## src/rtl/busca_instrucao_pkg.sv

```systemverilog
// Shared types and constants for the Redux-V instruction-fetch stage.
//   estado_t       : fetch FSM states
//   LARGURA_PADRAO : default address/data/PC width
package pacote_busca;

    localparam int unsigned LARGURA_PADRAO = 8;

    typedef enum logic [1:0] {
        OCIOSO  = 2'd0,
        BUSCA   = 2'd1,
        ENTREGA = 2'd2,
        ERRO    = 2'd3
    } estado_t;

endpackage

```

## src/rtl/busca_instrucao_contador_timeout.sv

```systemverilog
// Saturating wait counter for the fetch timeout.
//   clk, rst_n : clock and async active-low reset
//   limpa      : clear the count (wins over conta)
//   conta      : advance the count by one, saturating at LIMITE-1
//   estourou   : the current cycle is the LIMITE-th counted cycle
module contador_timeout #(
    parameter int unsigned LIMITE = 15
) (
    input  logic clk,
    input  logic rst_n,
    input  logic limpa,
    input  logic conta,
    output logic estourou
);

    localparam int unsigned W = $clog2(LIMITE + 1);
    localparam logic [W-1:0] MAXIMO = W'(LIMITE - 1);

    logic [W-1:0] contagem;

    // Count cycles spent waiting; hold at MAXIMO
    always_ff @(posedge clk or negedge rst_n) begin
        if (!rst_n) begin
            contagem <= '0;
        end else if (limpa) begin
            contagem <= '0;
        end else if (conta && contagem != MAXIMO) begin
            contagem <= contagem + W'(1);
        end
    end

    assign estourou = conta && !limpa && (contagem == MAXIMO);

endmodule

```

## src/rtl/busca_instrucao.sv

```systemverilog
// Instruction-fetch stage: reads one byte at pc, holds it in an instruction
// register for the decoder (valid/ready) and computes the next PC.
//   pc / proximo_pc       : PC in / next PC out (proximo_pc is combinational)
//   mem_req, mem_end      : single-beat read request and address
//   mem_dado, mem_pronto  : read data and completion strobe
//   desvio, alvo          : taken branch / flush and its target
//   instr, pc_instr       : fetched instruction and its address
//   instr_valida, dec_pronto : handshake with the decoder
//   erro                  : sticky fetch timeout
// Optional feature macro: BUSCA_TIMEOUT_EN (fetch timeout into ERRO state).
module busca_instrucao
    import pacote_busca::*;
#(
    parameter int unsigned LARGURA        = LARGURA_PADRAO,
    parameter int unsigned TIMEOUT_CICLOS = 15
) (
    input  logic               clk,
    input  logic               rst_n,
    input  logic [LARGURA-1:0] pc,
    output logic [LARGURA-1:0] proximo_pc,
    output logic               mem_req,
    output logic [LARGURA-1:0] mem_end,
    input  logic [LARGURA-1:0] mem_dado,
    input  logic               mem_pronto,
    input  logic               desvio,
    input  logic [LARGURA-1:0] alvo,
    output logic [LARGURA-1:0] instr,
    output logic [LARGURA-1:0] pc_instr,
    output logic               instr_valida,
    input  logic               dec_pronto,
    output logic               erro
);

    estado_t estado;
    logic    estourou;
    logic    flush;

    // A branch flushes the stage from any state but ERRO
    assign flush = desvio && (estado != ERRO);

`ifdef BUSCA_TIMEOUT_EN
    contador_timeout #(
        .LIMITE (TIMEOUT_CICLOS)
    ) u_timeout (
        .clk      (clk),
        .rst_n    (rst_n),
        .limpa    ((estado != BUSCA) || mem_pronto),
        .conta    (estado == BUSCA),
        .estourou (estourou)
    );

    // Sticky error flag, cleared only by reset
    always_ff @(posedge clk or negedge rst_n) begin
        if (!rst_n) begin
            erro <= 1'b0;
        end else if (estado == BUSCA && !flush && !mem_pronto && estourou) begin
            erro <= 1'b1;
        end
    end
`else
    logic unused_timeout;
    assign unused_timeout = (TIMEOUT_CICLOS == 0);
    assign estourou       = 1'b0;
    assign erro           = 1'b0;
`endif

    // Next PC: branch target, increment on completed fetch, else hold
    always_comb begin
        proximo_pc = pc;
        if (!rst_n) begin
            proximo_pc = pc;
        end else if (flush) begin
            proximo_pc = alvo;
        end else if (estado == BUSCA && mem_pronto) begin
            proximo_pc = pc + LARGURA'(1);
        end
    end

    // Fetch FSM with registered outputs
    always_ff @(posedge clk or negedge rst_n) begin
        if (!rst_n) begin
            estado       <= OCIOSO;
            mem_req      <= 1'b0;
            mem_end      <= '0;
            instr        <= '0;
            pc_instr     <= '0;
            instr_valida <= 1'b0;
        end else if (flush) begin
            estado       <= OCIOSO;
            mem_req      <= 1'b0;
            instr_valida <= 1'b0;
        end else begin
            case (estado)
                OCIOSO: begin
                    estado  <= BUSCA;
                    mem_end <= pc;
                    mem_req <= 1'b1;
                end
                BUSCA: begin
                    if (mem_pronto) begin
                        estado       <= ENTREGA;
                        instr        <= mem_dado;
                        pc_instr     <= mem_end;
                        instr_valida <= 1'b1;
                        mem_req      <= 1'b0;
                    end else if (estourou) begin
                        estado  <= ERRO;
                        mem_req <= 1'b0;
                    end
                end
                ENTREGA: begin
                    if (dec_pronto) begin
                        estado       <= BUSCA;
                        instr_valida <= 1'b0;
                        mem_end      <= pc;
                        mem_req      <= 1'b1;
                    end
                end
                default: begin
                    estado <= ERRO;
                end
            endcase
        end
    end

endmodule

```

## config.mk

```make
export PLATFORM = sky130hd
export DESIGN_NAME = busca_instrucao
export DESIGN_NICKNAME = d
export VERILOG_FILES = /design/src/rtl/busca_instrucao_pkg.sv /design/src/rtl/busca_instrucao_contador_timeout.sv /design/src/rtl/busca_instrucao.sv
export SDC_FILE = /design/constraint.sdc
export NUM_CORES = 1
export LEC_CHECK = 0
export CAP_MARGIN = 20
export CORE_MARGIN = 2
export CORE_UTILIZATION = 38
export DETAILED_ROUTE_END_ITERATION = 7
export PLACE_DENSITY = 0.73
export SETUP_SLACK_MARGIN = 0.3
export SLEW_MARGIN = 10
export SYNTH_ARGS = -nofsm -noshare
export SYNTH_HDL_FRONTEND = slang
export SYNTH_SLANG_ARGS = --single-unit
```

## constraint.sdc

```tcl
create_clock -name clk -period 1.5 [get_ports clk]
set_input_delay 0.15 -clock clk [delete_from_list [all_inputs] [get_ports clk]]
set_output_delay 0.15 -clock clk [all_outputs]
set_load 0.005 [all_outputs]
```

==> results of run 1 <==
## registers in the layout (all words and copies together), names as in the netlist
name          cells
estado            2
instr             8
instr_valida      1
mem_end           8
mem_req           1
pc_instr          8
## path summary, 6_finish.rpt
path | to | slack [ps] | startpoint | cells after the start
hold reg to reg | instr[4] | 510 | instr[4] | 1
hold / removal | mem_end[2] | 410 | rst_n | 2
setup reg to reg | instr[0] | -310 | estado[1] | 7
min in group clk | mem_end[1] | 440 | pc[1] | 3
max in group asynchronous | instr[3] | 720 | rst_n | 3
setup / recovery | proximo_pc[5] | -360 | estado[1] | 6
## cells by family (layout without fill, tap and decap cells)
family,Yosys count,in the layout
adders and majority gates,1,1
AOI/OAI and AO/OA,33,34
other,1,1
muxes,24,24
and+or+nand+nor,29,29
DFF,28,28
buffers and inverters,11,142
## synthesized netlist by cell type (2+ instances only)
cell type	count	area, um2
sky130_fd_sc_hd__dfrtp_1	28	701
sky130_fd_sc_hd__mux2_2	15	169
sky130_fd_sc_hd__a21oi_1	9	45.0
sky130_fd_sc_hd__mux2_4	9	135
sky130_fd_sc_hd__nand2_1	9	33.8
sky130_fd_sc_hd__o22ai_1	7	43.8
sky130_fd_sc_hd__nor2_1	6	22.5
sky130_fd_sc_hd__buf_6	5	56.3
sky130_fd_sc_hd__o21ai_0	4	20.0
sky130_fd_sc_hd__a21boi_1	3	22.5
sky130_fd_sc_hd__a2bb2oi_1	3	26.3
sky130_fd_sc_hd__inv_1	3	11.3
sky130_fd_sc_hd__nand3_1	3	15.0
sky130_fd_sc_hd__nand4_1	2	12.5
sky130_fd_sc_hd__nor3_4	2	32.5
sky130_fd_sc_hd__o2bb2ai_1	2	17.5
## layout make-up
class	instances	area share, %
multi-input cells	89	30.0
inverters	3	0.389
well taps	50	2.16
flip-flops and latches	28	24.2
clock inverters	1	1.04
repair buffers	135	40.7
clock buffers	3	1.43
## power by group
group	total (mW)	switching [mW]	internal, mW
clock	0.608	0.250	0.358
combinational	1.65	0.557	1.09
sequential	1.19	0.149	1.04
## worst register-to-register path: cells and delay by family, from the launching register on
kind / cells / cell delay (ps)
multiplexers: 1 / 320
buffers and inverters: 5 / 770
flip-flops: 1 / 420
AND/OR/NAND/NOR: 1 / 200
## stage by stage
stage | cells | area [um2] | setup TNS [ps] | total power [mW] | worst slack, ps
2_1_floorplan | 127 | 1550 | 0 | 1.79 | 54.7
3_3_place_gp | 264 | 2390 | -8910 | 2.59 | -647
3_5_place_dp | 264 | 2390 | -9630 | 2.64 | -703
4_1_cts | 306 | 2810 | -5650 | 3.38 | -330
5_1_grt | 309 | 2890 | -9080 | 3.63 | -432
6_report | 309 | 2890 | -7380 | 3.44 | -359
## layer usage
| layer | part of all wire [%] | GRT usage (%) | up-vias |
|---|---|---|---|
| li1 | - | - | 734 |
| met1 | 40 | 26.6 | 756 |
| met2 | 53 | 44.3 | 66 |
| met3 | 5.7 | 3.33 | 8 |
| met4 | 1.5 | 8.16 | 0 |
| met5 | 0 | 0 | - |
## timing repair
action                     CTS  global route
pin swaps                   14             8
hold endpoints to repair    17             0
hold buffers                 5             0
setup buffers               31             3
setup endpoints to repair   60            35
cloned                       2             0
resized for setup           82            18
==> tab_implementation.tex, run 1 <==
\begin{tabular}{lr}
\hline
Metric & Value \\
\hline
\multicolumn{2}{l}{\textbf{Outcome}} \\
\quad Result of the run & complete, but fails checks \\
\quad Violated checks & negative setup slack \\
\multicolumn{2}{l}{\textbf{STA}} \\
\quad Unrepaired setup endpoints after global routing & true \\
\quad Final max-slew violation count & 0 \\
\quad Hold Fails Final Rpt & 0 \\
\quad Post-route clock skew & 3.27 ps \\
\quad Final critical delay including setup and external delays & 1860 ps \\
\quad Final hold slack & 407 ps \\
\quad Final-report setup violation count & 32 \\
\quad Final setup margin & -359 ps \\
\quad Fin crit share & 124\% \\
\quad Maximum clock frequency & 538 MHz \\
\multicolumn{2}{l}{\textbf{Drt}} \\
\quad Routed Wire Length & 5200 um \\
\quad Per-cell via count in the routed design & 5.06 \\
\quad First-pass iteration count of the detailed router & 5 \\
\quad Post-route DRC violation count & 0 \\
\quad Via count & 1564 \\
\quad DRC violation total after the first TritonRoute iteration & 43 \\
\quad Number of nets with antenna violations after detailed routing & 0 \\
\quad Routed WL per cell & 16.8 um \\
\multicolumn{2}{l}{\textbf{Logic synthesis}} \\
\quad Asr flop ratio synth & 100\% \\
\quad Proportion of synthesized area in mux cells & 20.0\% \\
\quad Adder and majority gate portion of the synthesized area & 0.822\% \\
\quad Fraction of the yosys area taken by sequential cells & 46.0\% \\
\quad Number of warnings issued by yosys & 0 \\
\quad XOR/XNOR Fraction of Synth Area & 0\% \\
\quad Area share of and/or/nand/nor cells after synthesis & 12.1\% \\
\quad Instance count of the mapped netlist & 127 \\
\quad Yosys reg bits & 28 \\
\quad Post-Synthesis Net Count & 157 \\
\quad Dominant combinational cell family by area after synthesis & multiplexers \\
\quad Compound-cell area share of the yosys netlist & 14.3\% \\
\quad Number of enable flip-flop cells after synthesis & 0 \\
\quad Number of library cell types mapped by synthesis & 33 \\
\quad Avg Synthesized Cell Area & 12.0 um2 \\
\quad Post-synth top flop & sky130\_fd\_sc\_hd\_\_dfrtp\_1 \\
\quad Post-Syn Area & 1520 um2 \\
\multicolumn{2}{l}{\textbf{Worst setup path}} \\
\quad Critical path data arrival time & 1710 ps \\
\quad Kind of critical path & reg -> out \\
\quad Critical path's top delay family & simple AND/OR/NAND/NOR gates \\
\quad Count of buffer and inverter cells on the critical path & 2 \\
\quad Cell Chain, Critical Path & and4b\_4, buf\_4, nand3\_2, a21boi\_2, a2bb2oi\_1, buf\_2 \\
\quad Cell with the largest stage delay on the worst path & sky130\_fd\_sc\_hd\_\_dfrtp\_1 \\
\quad Critical path fanouts, max & 4 \\
\quad Required time of the worst setup path & 1350 ps \\
\quad Critical path launch point type & flop \\
\quad Sort of element at the end of the critical path & output port \\
\quad Largest incremental delay on the critical path & 420 ps \\
\multicolumn{2}{l}{\textbf{Global route}} \\
\quad Number of antenna violations at the first check in global routing & 0 \\
\quad Maximum number of pins on one net before global-route repair & 17 \\
\quad Total congestion overflow after global routing & 0 \\
\quad Vias in the first global route & 1619 \\
\quad Global-route wire length before repair & 7790 um \\
\quad Global Route Usage Sum & 23.4\% \\
\multicolumn{2}{l}{\textbf{Floorplan}} \\
\quad Total Die Area & 4530 um2 \\
\quad Initial core utilization & 38.9\% \\
\quad Floorplan row count & 23 \\
\quad Die Span Y & 67.3 um \\
\quad Horizontal extent of the die & 67.3 um \\
\quad Number of top-level pins & 64 \\
\quad Placeable core area & 3910 um2 \\
\multicolumn{2}{l}{\textbf{Clock network}} \\
\quad Maximum level of the CTS H-tree & 1 \\
\quad Clock-pin slew on the worst setup and hold paths & 100 ps \\
\quad CTS tree & done \\
\quad Clock Sink Count & 28 \\
\quad Clk\_lat worst skew & 280 ps \\
\quad Number of CTS-inserted buffers & 3 \\
\quad Maximum root-to-sink buffer count & 2 \\
\quad Cell at the root of the clock tree & sky130\_fd\_sc\_hd\_\_clkbuf\_8 \\
\multicolumn{2}{l}{\textbf{Layout}} \\
\quad Storage cell area & 701 um2 \\
\quad Most common cell after layout, fill and taps aside & sky130\_fd\_sc\_hd\_\_buf\_4 \\
\quad Number of filler cells placed in the layout & 271 \\
\quad Post-synthesis to final-layout area growth & 90.1\% \\
\quad Most used cells in the layout excluding fill and tap cells & sky130\_fd\_sc\_hd\_\_buf\_4, sky130\_fd\_sc\_hd\_\_dfrtp\_1, sky130\_fd\_sc\_hd\_\_dlygate4sd2\_1, sky130\_fd\_sc\_hd\_\_clkdlybuf4s50\_1, sky130\_fd\_sc\_hd\_\_mux2\_4 \\
\quad Antenna fix cells & 0 \\
\quad Multi-input logic area & 870 um2 \\
\quad Final net count & 290 \\
\quad Fraction of layout instances using a drive strength above 1 & 50.2\% \\
\quad Util after Layout & 73.9\% \\
\multicolumn{2}{l}{\textbf{Placement}} \\
\quad Placer's final routability congestion estimate & 0.770 \\
\quad Port Buf Inserts & 62 \\
\quad Placed wire-length estimate & 3200 um \\
\multicolumn{2}{l}{\textbf{Hold path}} \\
\quad Class of the most critical hold timing path & in -> async \\
\multicolumn{2}{l}{\textbf{Power}} \\
\quad Cell leakage power & 1.36 nW \\
\quad Power density over the cells & 1190 nW/um2 \\
\quad IR Drop Worst-Case VDD & 686 uV \\
\multicolumn{2}{l}{\textbf{Flow run}} \\
\quad Count of maximum capacitance violations & 0 \\
\hline
\end{tabular}
Note: power is estimated with default switching activity, not from simulation.
==> inputs of run 2 (changes only) <==
==> constraint.sdc (replaced) <==
create_clock -name clk -period 1.6 [get_ports clk]
set_input_delay 0.16 -clock clk [delete_from_list [all_inputs] [get_ports clk]]
set_output_delay 0.16 -clock clk [all_outputs]
set_load 0.005 [all_outputs]
==> run 2 against run 1 <==
The flow still finishes with violations (negative setup slack). Non-clock buffer count is 10 lower. Routed wire length is 5.0% higher. Clock skew is 4.3 ps higher. First-iteration DRC count is 140% higher. Sequential share of layout area is 0.69 points higher. Hold slack worse by 390 ps. Global-route usage is 0.80 points higher. Setup slack worse by 13 ps. Critical endpoint is now proximo_pc[3]. Largest power group unchanged.
==> tab_implementation.tex, run 2 (same netlist as run 1, synthesis figures left out) <==
\begin{tabular}{lr}
\hline
Metric & Value \\
\hline
\multicolumn{2}{l}{\textbf{Power}} \\
\quad Cell leakage power & 1.33 nW (-2.3\%) \\
\quad Flop pwr share & 34.5\% (about the same) \\
\quad Power density over the cells & 1150 nW/um2 (-3.4\%) \\
\quad Sw frac & 28.2\% (+0.35 points) \\
\quad Switching power total & 0.910 mW (-4.8\%) \\
\quad Cell-internal power & 2.32 mW (-6.5\%) \\
\quad Share of total power in the clock network & 17.8\% (about the same) \\
\quad Total Power & 3.23 mW (-6.0\%) \\
\quad Part of the power in combinational logic & 47.7\% (about the same) \\
\quad IR Drop Worst-Case VDD & 618 uV (-9.8\%) \\
\multicolumn{2}{l}{\textbf{STA}} \\
\quad Post-route clock skew & 7.55 ps (+4.28 ps) \\
\quad Final critical delay including setup and external delays & 1970 ps \\
\quad Final setup margin & -372 ps (-13.3 ps) \\
\quad Fin crit share & 123\% \\
\quad TNS Setup & -3310 ps (+4070 ps) \\
\quad Final-report setup violation count & 32 (unchanged) \\
\quad Hold Fails Final Rpt & 0 (unchanged) \\
\quad Unrepaired setup endpoints after global routing & true \\
\quad Final max-slew violation count & 0 (unchanged) \\
\quad Maximum clock frequency & 507 MHz \\
\multicolumn{2}{l}{\textbf{Clock network}} \\
\quad Cell at the root of the clock tree & sky130\_fd\_sc\_hd\_\_clkbuf\_8 \\
\quad Number of CTS-inserted buffers & 3 (unchanged) \\
\quad Clock Sink Count & 28 (unchanged) \\
\quad Clock-pin slew on the worst setup and hold paths & 100 ps (about the same) \\
\quad Maximum level of the CTS H-tree & 1 (unchanged) \\
\quad Maximum root-to-sink buffer count & 2 (unchanged) \\
\quad Post-CTS Hold Fix Bufs & 0 (-5) \\
\quad CTS tree & done \\
\quad Clk\_lat worst skew & 290 ps (about the same) \\
\multicolumn{2}{l}{\textbf{Placement}} \\
\quad Post-detailed-placement cell area & 2390 um2 (unchanged) \\
\quad Placed wire-length estimate & 3320 um (+3.6\%) \\
\quad Port Buf Inserts & 62 (unchanged) \\
\quad Pre-CTS setup slack & -618 ps (+85.5 ps) \\
\quad Placer's final routability congestion estimate & 0.786 (+2.1\%) \\
\quad \# placed instances & 264 (unchanged) \\
\multicolumn{2}{l}{\textbf{Floorplan}} \\
\quad Placeable core area & 3910 um2 (unchanged) \\
\quad Initial core utilization & 38.9\% (unchanged) \\
\quad Horizontal extent of the die & 67.3 um (unchanged) \\
\quad Floorplan row count & 23 (unchanged) \\
\quad Total Die Area & 4530 um2 (unchanged) \\
\quad Number of top-level pins & 64 (unchanged) \\
\quad Die Span Y & 67.3 um (unchanged) \\
\multicolumn{2}{l}{\textbf{Flow run}} \\
\quad Count of maximum capacitance violations & 0 (unchanged) \\
\multicolumn{2}{l}{\textbf{Drt}} \\
\quad Via count & 1545 (-1.2\%) \\
\quad Per-cell via count in the routed design & 5.17 (+2.1\%) \\
\quad Number of nets with antenna violations after detailed routing & 0 (unchanged) \\
\quad First-pass iteration count of the detailed router & 4 (-1) \\
\quad Post-route DRC violation count & 0 (unchanged) \\
\quad Routed WL per cell & 18.3 um (+8.5\%) \\
\quad DRC violation total after the first TritonRoute iteration & 102 (+140\%) \\
\quad Routed Wire Length & 5460 um (+5.0\%) \\
\multicolumn{2}{l}{\textbf{Worst setup path}} \\
\quad Required time of the worst setup path & 1440 ps (+90 ps) \\
\quad R2R setup slack & -180 ps (+130 ps) \\
\quad Critical path launch point type & flop \\
\quad Capturing point of the worst reg2reg path & instr[1] \\
\quad Reg2reg start & estado[1] \\
\quad CP endpoint & proximo\_pc[3] \\
\quad Critical path fanouts, max & 7 (+3) \\
\quad Worst r2r path cells & 7 (unchanged) \\
\quad Launch point of the worst path & estado[0] \\
\quad Kind of critical path & reg -> out \\
\quad Sort of element at the end of the critical path & output port \\
\quad Critical path data arrival time & 1810 ps (+100 ps) \\
\multicolumn{2}{l}{\textbf{Layout}} \\
\quad Fraction of layout instances using a drive strength above 1 & 48.2\% (-2.0 points) \\
\quad Fin area & 2810 um2 (-2.8\%) \\
\quad Antenna fix cells & 0 (unchanged) \\
\quad Most common cell after layout, fill and taps aside & sky130\_fd\_sc\_hd\_\_buf\_4 \\
\quad Final net count & 280 (-3.4\%) \\
\quad Post-route non-filler standard cell count & 299 (-3.2\%) \\
\quad Post-synthesis to final-layout area growth & 84.8\% \\
\quad Most used cells in the layout excluding fill and tap cells & sky130\_fd\_sc\_hd\_\_buf\_4, sky130\_fd\_sc\_hd\_\_dfrtp\_1, sky130\_fd\_sc\_hd\_\_dlygate4sd2\_1, sky130\_fd\_sc\_hd\_\_clkdlybuf4s50\_1, sky130\_fd\_sc\_hd\_\_mux2\_4 \\
\quad Top flop regs & instr: 8 flops, mem\_end: 8 flops, pc\_instr: 8 flops \\
\multicolumn{2}{l}{\textbf{Global route}} \\
\quad Vias in the first global route & 1647 (+1.7\%) \\
\quad Global Route Usage Sum & 24.2\% (+0.80 points) \\
\quad Maximum number of pins on one net before global-route repair & 18 (+1) \\
\quad Total congestion overflow after global routing & 0 (unchanged) \\
\quad Number of antenna violations at the first check in global routing & 0 (unchanged) \\
\quad Global-route wire length before repair & 7890 um (+1.3\%) \\
\multicolumn{2}{l}{\textbf{Hold path}} \\
\quad Class of the most critical hold timing path & in -> async \\
\multicolumn{2}{l}{\textbf{Outcome}} \\
\quad Violated checks & negative setup slack \\
\quad Result of the run & complete, but fails checks \\
\hline
\end{tabular}
==> run 2: final cells by class <==
cell class	instances	area (um2)
fillers	292	1100
repair buffers	125	1100
multi-input cells	89	870
flip-flops and latches	28	701
well taps	50	62.6
clock buffers	3	41.3
clock inverters	1	30.0
inverters	3	11.3
==> run 2: worst min path at each step <==
stage	start	endpoint	slack (ps)	cells after the start
after global placement	rst_n	mem_end[2]	310	2
final	rst_n	pc_instr[6]	20	2
after CTS	rst_n	mem_end[6]	10	2
after floorplan	rst_n	estado[0]	-140	0
after detailed placement	rst_n	mem_end[2]	320	2
after global routing	rst_n	mem_end[6]	30	2
==> run 2: repair_timing <==
| action | in CTS | in global routing |
|---|---|---|
| gates cloned | 2 | 0 |
| pin swaps | 14 | 6 |
| endpoints found under the setup margin | 58 | 35 |
| buffers inserted | 28 | 1 |
| resized for setup | 89 | 11 |
==> run 2: power groups by stage <==
stage | clock network [mW] | logic (mW) | registers, mW
3_5_place_dp | 0 | 1.32 | 1.16
3_3_place_gp | 0 | 1.29 | 1.14
6_report | 0.575 | 1.54 | 1.11
2_1_floorplan | 0 | 0.521 | 1.15
5_1_grt | 0.611 | 1.65 | 1.14
4_1_cts | 0.578 | 1.49 | 1.11
==> run 2: per-layer routing <==
metal  track usage [%]  share of wire, %
met3              4.83               6.6
met5                 0                 0
met2              43.6                52
met4              16.3               4.6
met1              25.3                37
==> run 2: per-stage QoR <==
step                      hold WS [ps]  util, %
after global routing              25.5     71.9
after floorplan                   -136        -
after CTS                         9.88     70.3
final                             15.5     71.9
after detailed placement           322     61.0
after global placement             312     61.0
==> run 2: critical path, stage by stage, from the launching register on <==
cell and delay (ps):
sky130_fd_sc_hd__dfrtp_1 420, sky130_fd_sc_hd__buf_4 160, sky130_fd_sc_hd__a21bo_4 240, sky130_fd_sc_hd__buf_4 160
sky130_fd_sc_hd__a21boi_4 220, sky130_fd_sc_hd__a2bb2oi_4 190, sky130_fd_sc_hd__buf_2 140
==> inputs of run 3 (changes only) <==
--- a/config.mk
+++ b/config.mk
@@ -5,11 +5,11 @@
 export SDC_FILE = /design/constraint.sdc
 export NUM_CORES = 1
 export LEC_CHECK = 0
-export CAP_MARGIN = 20
+export CAP_MARGIN = 0
 export CORE_MARGIN = 2
-export CORE_UTILIZATION = 38
+export CORE_UTILIZATION = 42
 export DETAILED_ROUTE_END_ITERATION = 7
-export PLACE_DENSITY = 0.73
+export PLACE_DENSITY = 0.76
 export SETUP_SLACK_MARGIN = 0.3
 export SLEW_MARGIN = 10
 export SYNTH_ARGS = -nofsm -noshare
==> constraint.sdc (replaced) <==
create_clock -name clk -period 2.2 [get_ports clk]
set_input_delay 0.22 -clock clk [delete_from_list [all_inputs] [get_ports clk]]
set_output_delay 0.22 -clock clk [all_outputs]
set_load 0.05 [all_outputs]
==> run 3 against run 2 <==
The run now ends clean. Critical path depth decreased by 1. Clock power shrank 40%. Cell area is 9.4% lower. Non-clock buffer count shrank 39. Register-to-register slack better by 600 ps. Die area down 9.0%. Hold slack better by 55 ps. Setup slack better by 500 ps. Critical path type unchanged.
==> tab_implementation.tex, run 3 (same netlist as run 1, synthesis figures left out) <==
\begin{tabular}{lr}
\hline
Metric & Value \\
\hline
\multicolumn{2}{l}{\textbf{Outcome}} \\
\quad Result of the run & completed \\
\multicolumn{2}{l}{\textbf{STA}} \\
\quad Hold Fails Final Rpt & 0 (unchanged) \\
\quad Final max-slew violation count & 0 (unchanged) \\
\quad Final-report setup violation count & 0 (-100\%) \\
\quad Final critical delay including setup and external delays & 2080 ps \\
\quad Maximum clock frequency & 482 MHz \\
\quad Fin crit share & 94.4\% \\
\quad Post-route clock skew & 12.9 ps (+5.33 ps) \\
\quad Unrepaired setup endpoints after global routing & true \\
\quad TNS Setup & 0 ps (+3310 ps) \\
\quad Least-Margin Pin Slew & 514 ps \\
\quad Slew HR & 65.6\% \\
\multicolumn{2}{l}{\textbf{Floorplan}} \\
\quad Floorplan row count & 21 (-8.7\%) \\
\quad Total Die Area & 4120 um2 (-9.0\%) \\
\quad Horizontal extent of the die & 64.2 um (-4.6\%) \\
\quad Placeable core area & 3420 um2 (-13\%) \\
\quad Initial core utilization & 44.6\% (+5.7 points) \\
\quad Die Span Y & 64.2 um (-4.6\%) \\
\quad Number of top-level pins & 64 (unchanged) \\
\multicolumn{2}{l}{\textbf{Placement}} \\
\quad Port Buf Inserts & 62 (unchanged) \\
\quad Placed wire-length estimate & 2910 um (-12\%) \\
\quad Post-detailed-placement cell area & 2280 um2 (-4.7\%) \\
\quad Placer's final routability congestion estimate & 0.864 (+9.9\%) \\
\multicolumn{2}{l}{\textbf{Global route}} \\
\quad Vias in the first global route & 1447 (-12\%) \\
\quad Total congestion overflow after global routing & 0 (unchanged) \\
\quad Global-route wire length before repair & 6970 um (-12\%) \\
\quad Global Route Usage Sum & 21.9\% (-2.3 points) \\
\quad Maximum number of pins on one net before global-route repair & 17 (-1) \\
\quad Number of antenna violations at the first check in global routing & 0 (unchanged) \\
\multicolumn{2}{l}{\textbf{Drt}} \\
\quad Routed Wire Length & 4540 um (-17\%) \\
\quad Via count & 1385 (-10\%) \\
\quad Number of nets with antenna violations after detailed routing & 0 (unchanged) \\
\quad Post-route DRC violation count & 0 (unchanged) \\
\quad DRC violation total after the first TritonRoute iteration & 51 (-50\%) \\
\quad Per-cell via count in the routed design & 5.37 (+3.9\%) \\
\quad Routed WL per cell & 17.6 um (-3.7\%) \\
\quad First-pass iteration count of the detailed router & 4 (unchanged) \\
\multicolumn{2}{l}{\textbf{Worst setup path}} \\
\quad Critical path data arrival time & 1860 ps (+50 ps) \\
\quad Critical path launch point type & flop \\
\quad Launch point of the worst path & estado[1] \\
\quad Kind of critical path & reg -> out \\
\quad R2R setup slack & 420 ps (+600 ps) \\
\quad Required time of the worst setup path & 1980 ps (+540 ps) \\
\quad Cell with the largest stage delay on the worst path & sky130\_fd\_sc\_hd\_\_dfrtp\_2 \\
\quad Worst r2r path cells & 5 (-2) \\
\quad Critical path fanouts, max & 5 (-2) \\
\quad Reg2reg start & estado[1] \\
\quad Capturing point of the worst reg2reg path & mem\_end[5] \\
\quad Largest incremental delay on the critical path & 460 ps (+40 ps) \\
\quad Cell Chain, Critical Path & and4b\_4, nand3\_1, a21boi\_2, a2bb2oi\_2, buf\_12 \\
\quad Sort of element at the end of the critical path & output port \\
\multicolumn{2}{l}{\textbf{Clock network}} \\
\quad Number of CTS-inserted buffers & 3 (unchanged) \\
\quad Clock-pin slew on the worst setup and hold paths & 170 ps (+70 ps) \\
\quad Clock Sink Count & 28 (unchanged) \\
\quad Clk\_lat worst skew & 340 ps (+50 ps) \\
\quad Cell at the root of the clock tree & sky130\_fd\_sc\_hd\_\_clkbuf\_4 \\
\quad Maximum root-to-sink buffer count & 2 (unchanged) \\
\quad Maximum level of the CTS H-tree & 1 (unchanged) \\
\quad CTS tree & done \\
\multicolumn{2}{l}{\textbf{Power}} \\
\quad IR Drop Worst-Case VDD & 653 uV (+5.6\%) \\
\quad Power density over the cells & 1140 nW/um2 (-0.69\%) \\
\quad Total Power & 2.91 mW (-10\%) \\
\quad Cell leakage power & 1.07 nW (-20\%) \\
\multicolumn{2}{l}{\textbf{Layout}} \\
\quad Antenna fix cells & 0 (unchanged) \\
\quad Fraction of layout instances using a drive strength above 1 & 41.0\% (-7.2 points) \\
\quad Final net count & 243 (-13\%) \\
\quad Most common cell after layout, fill and taps aside & sky130\_fd\_sc\_hd\_\_clkdlybuf4s50\_1 \\
\quad Most used cells in the layout excluding fill and tap cells & sky130\_fd\_sc\_hd\_\_clkdlybuf4s50\_1, sky130\_fd\_sc\_hd\_\_dfrtp\_1, sky130\_fd\_sc\_hd\_\_buf\_4, sky130\_fd\_sc\_hd\_\_mux2\_2, sky130\_fd\_sc\_hd\_\_mux2\_4 \\
\quad Fin area & 2550 um2 (-9.4\%) \\
\quad Post-synthesis to final-layout area growth & 67.5\% \\
\quad Top flop regs & instr: 8 flops, mem\_end: 8 flops, pc\_instr: 8 flops \\
\multicolumn{2}{l}{\textbf{Hold path}} \\
\quad Class of the most critical hold timing path & in -> async \\
\multicolumn{2}{l}{\textbf{Flow run}} \\
\quad Count of maximum capacitance violations & 0 (unchanged) \\
\hline
\end{tabular}
run 3: worst max-delay path by stage:
stage	end	slack [ps]	depth (start not counted)
after detailed placement	proximo_pc[6]	110	6
after global routing	proximo_pc[5]	50	5
final	proximo_pc[5]	120	5
after CTS	proximo_pc[7]	180	5
after floorplan	proximo_pc[7]	400	5
after global placement	proximo_pc[6]	190	7
run 3: area by class of cell:
cell class | instances | area [um2]
inverter | 3 | 11.3
tap | 46 | 57.6
fill | 235 | 866
sequential | 28 | 703
clock inverter | 1 | 30.0
multi-input combinational | 91 | 862
timing repair buffer | 86 | 863
clock buffer | 3 | 22.5
run 3: metrics by stage:
step	utilization, %	worst slack, ps	hold WS [ps]	std cells
final	74.7	124	70.9	258
after global routing	74.7	51.5	82.6	258
after CTS	72.5	179	69.1	254
after detailed placement	66.6	108	186	236
after global placement	66.6	192	181	236
after floorplan	-	396	-75.6	127
run 3: power by group:
| part | internal [mW] | switching (mW) |
|---|---|---|
| Clock | 0.184 | 0.162 |
| Combinational | 0.703 | 1.03 |
| Sequential | 0.708 | 0.119 |
run 3: critical path, delay by kind of cell (launching register included):
kind                   cells  cell delay, ps
AND/OR/NAND/NOR            2             500
flip-flops                 1             460
AO/OA/AOI/OAI              2             390
buffers and inverters      1             160
run 3: timing repair:
action	4_1_cts	5_1_grt
gates cloned	2	1
resized for setup	10	7
buffers inserted	11	3
pin swaps	12	5
setup endpoints to repair	8	8
hold endpoints to repair	7	0
hold buffers	1	0
run 3: per-layer routing:
layer	up-vias	wire length, um	GRT usage [%]	share of wire, %
met3	6	310	4.23	6.8
met4	0	68	7.98	1.5
li1	640	-	-	-
met5	-	0	0	0
met1	683	1820	29.1	40
met2	56	2340	35.7	52
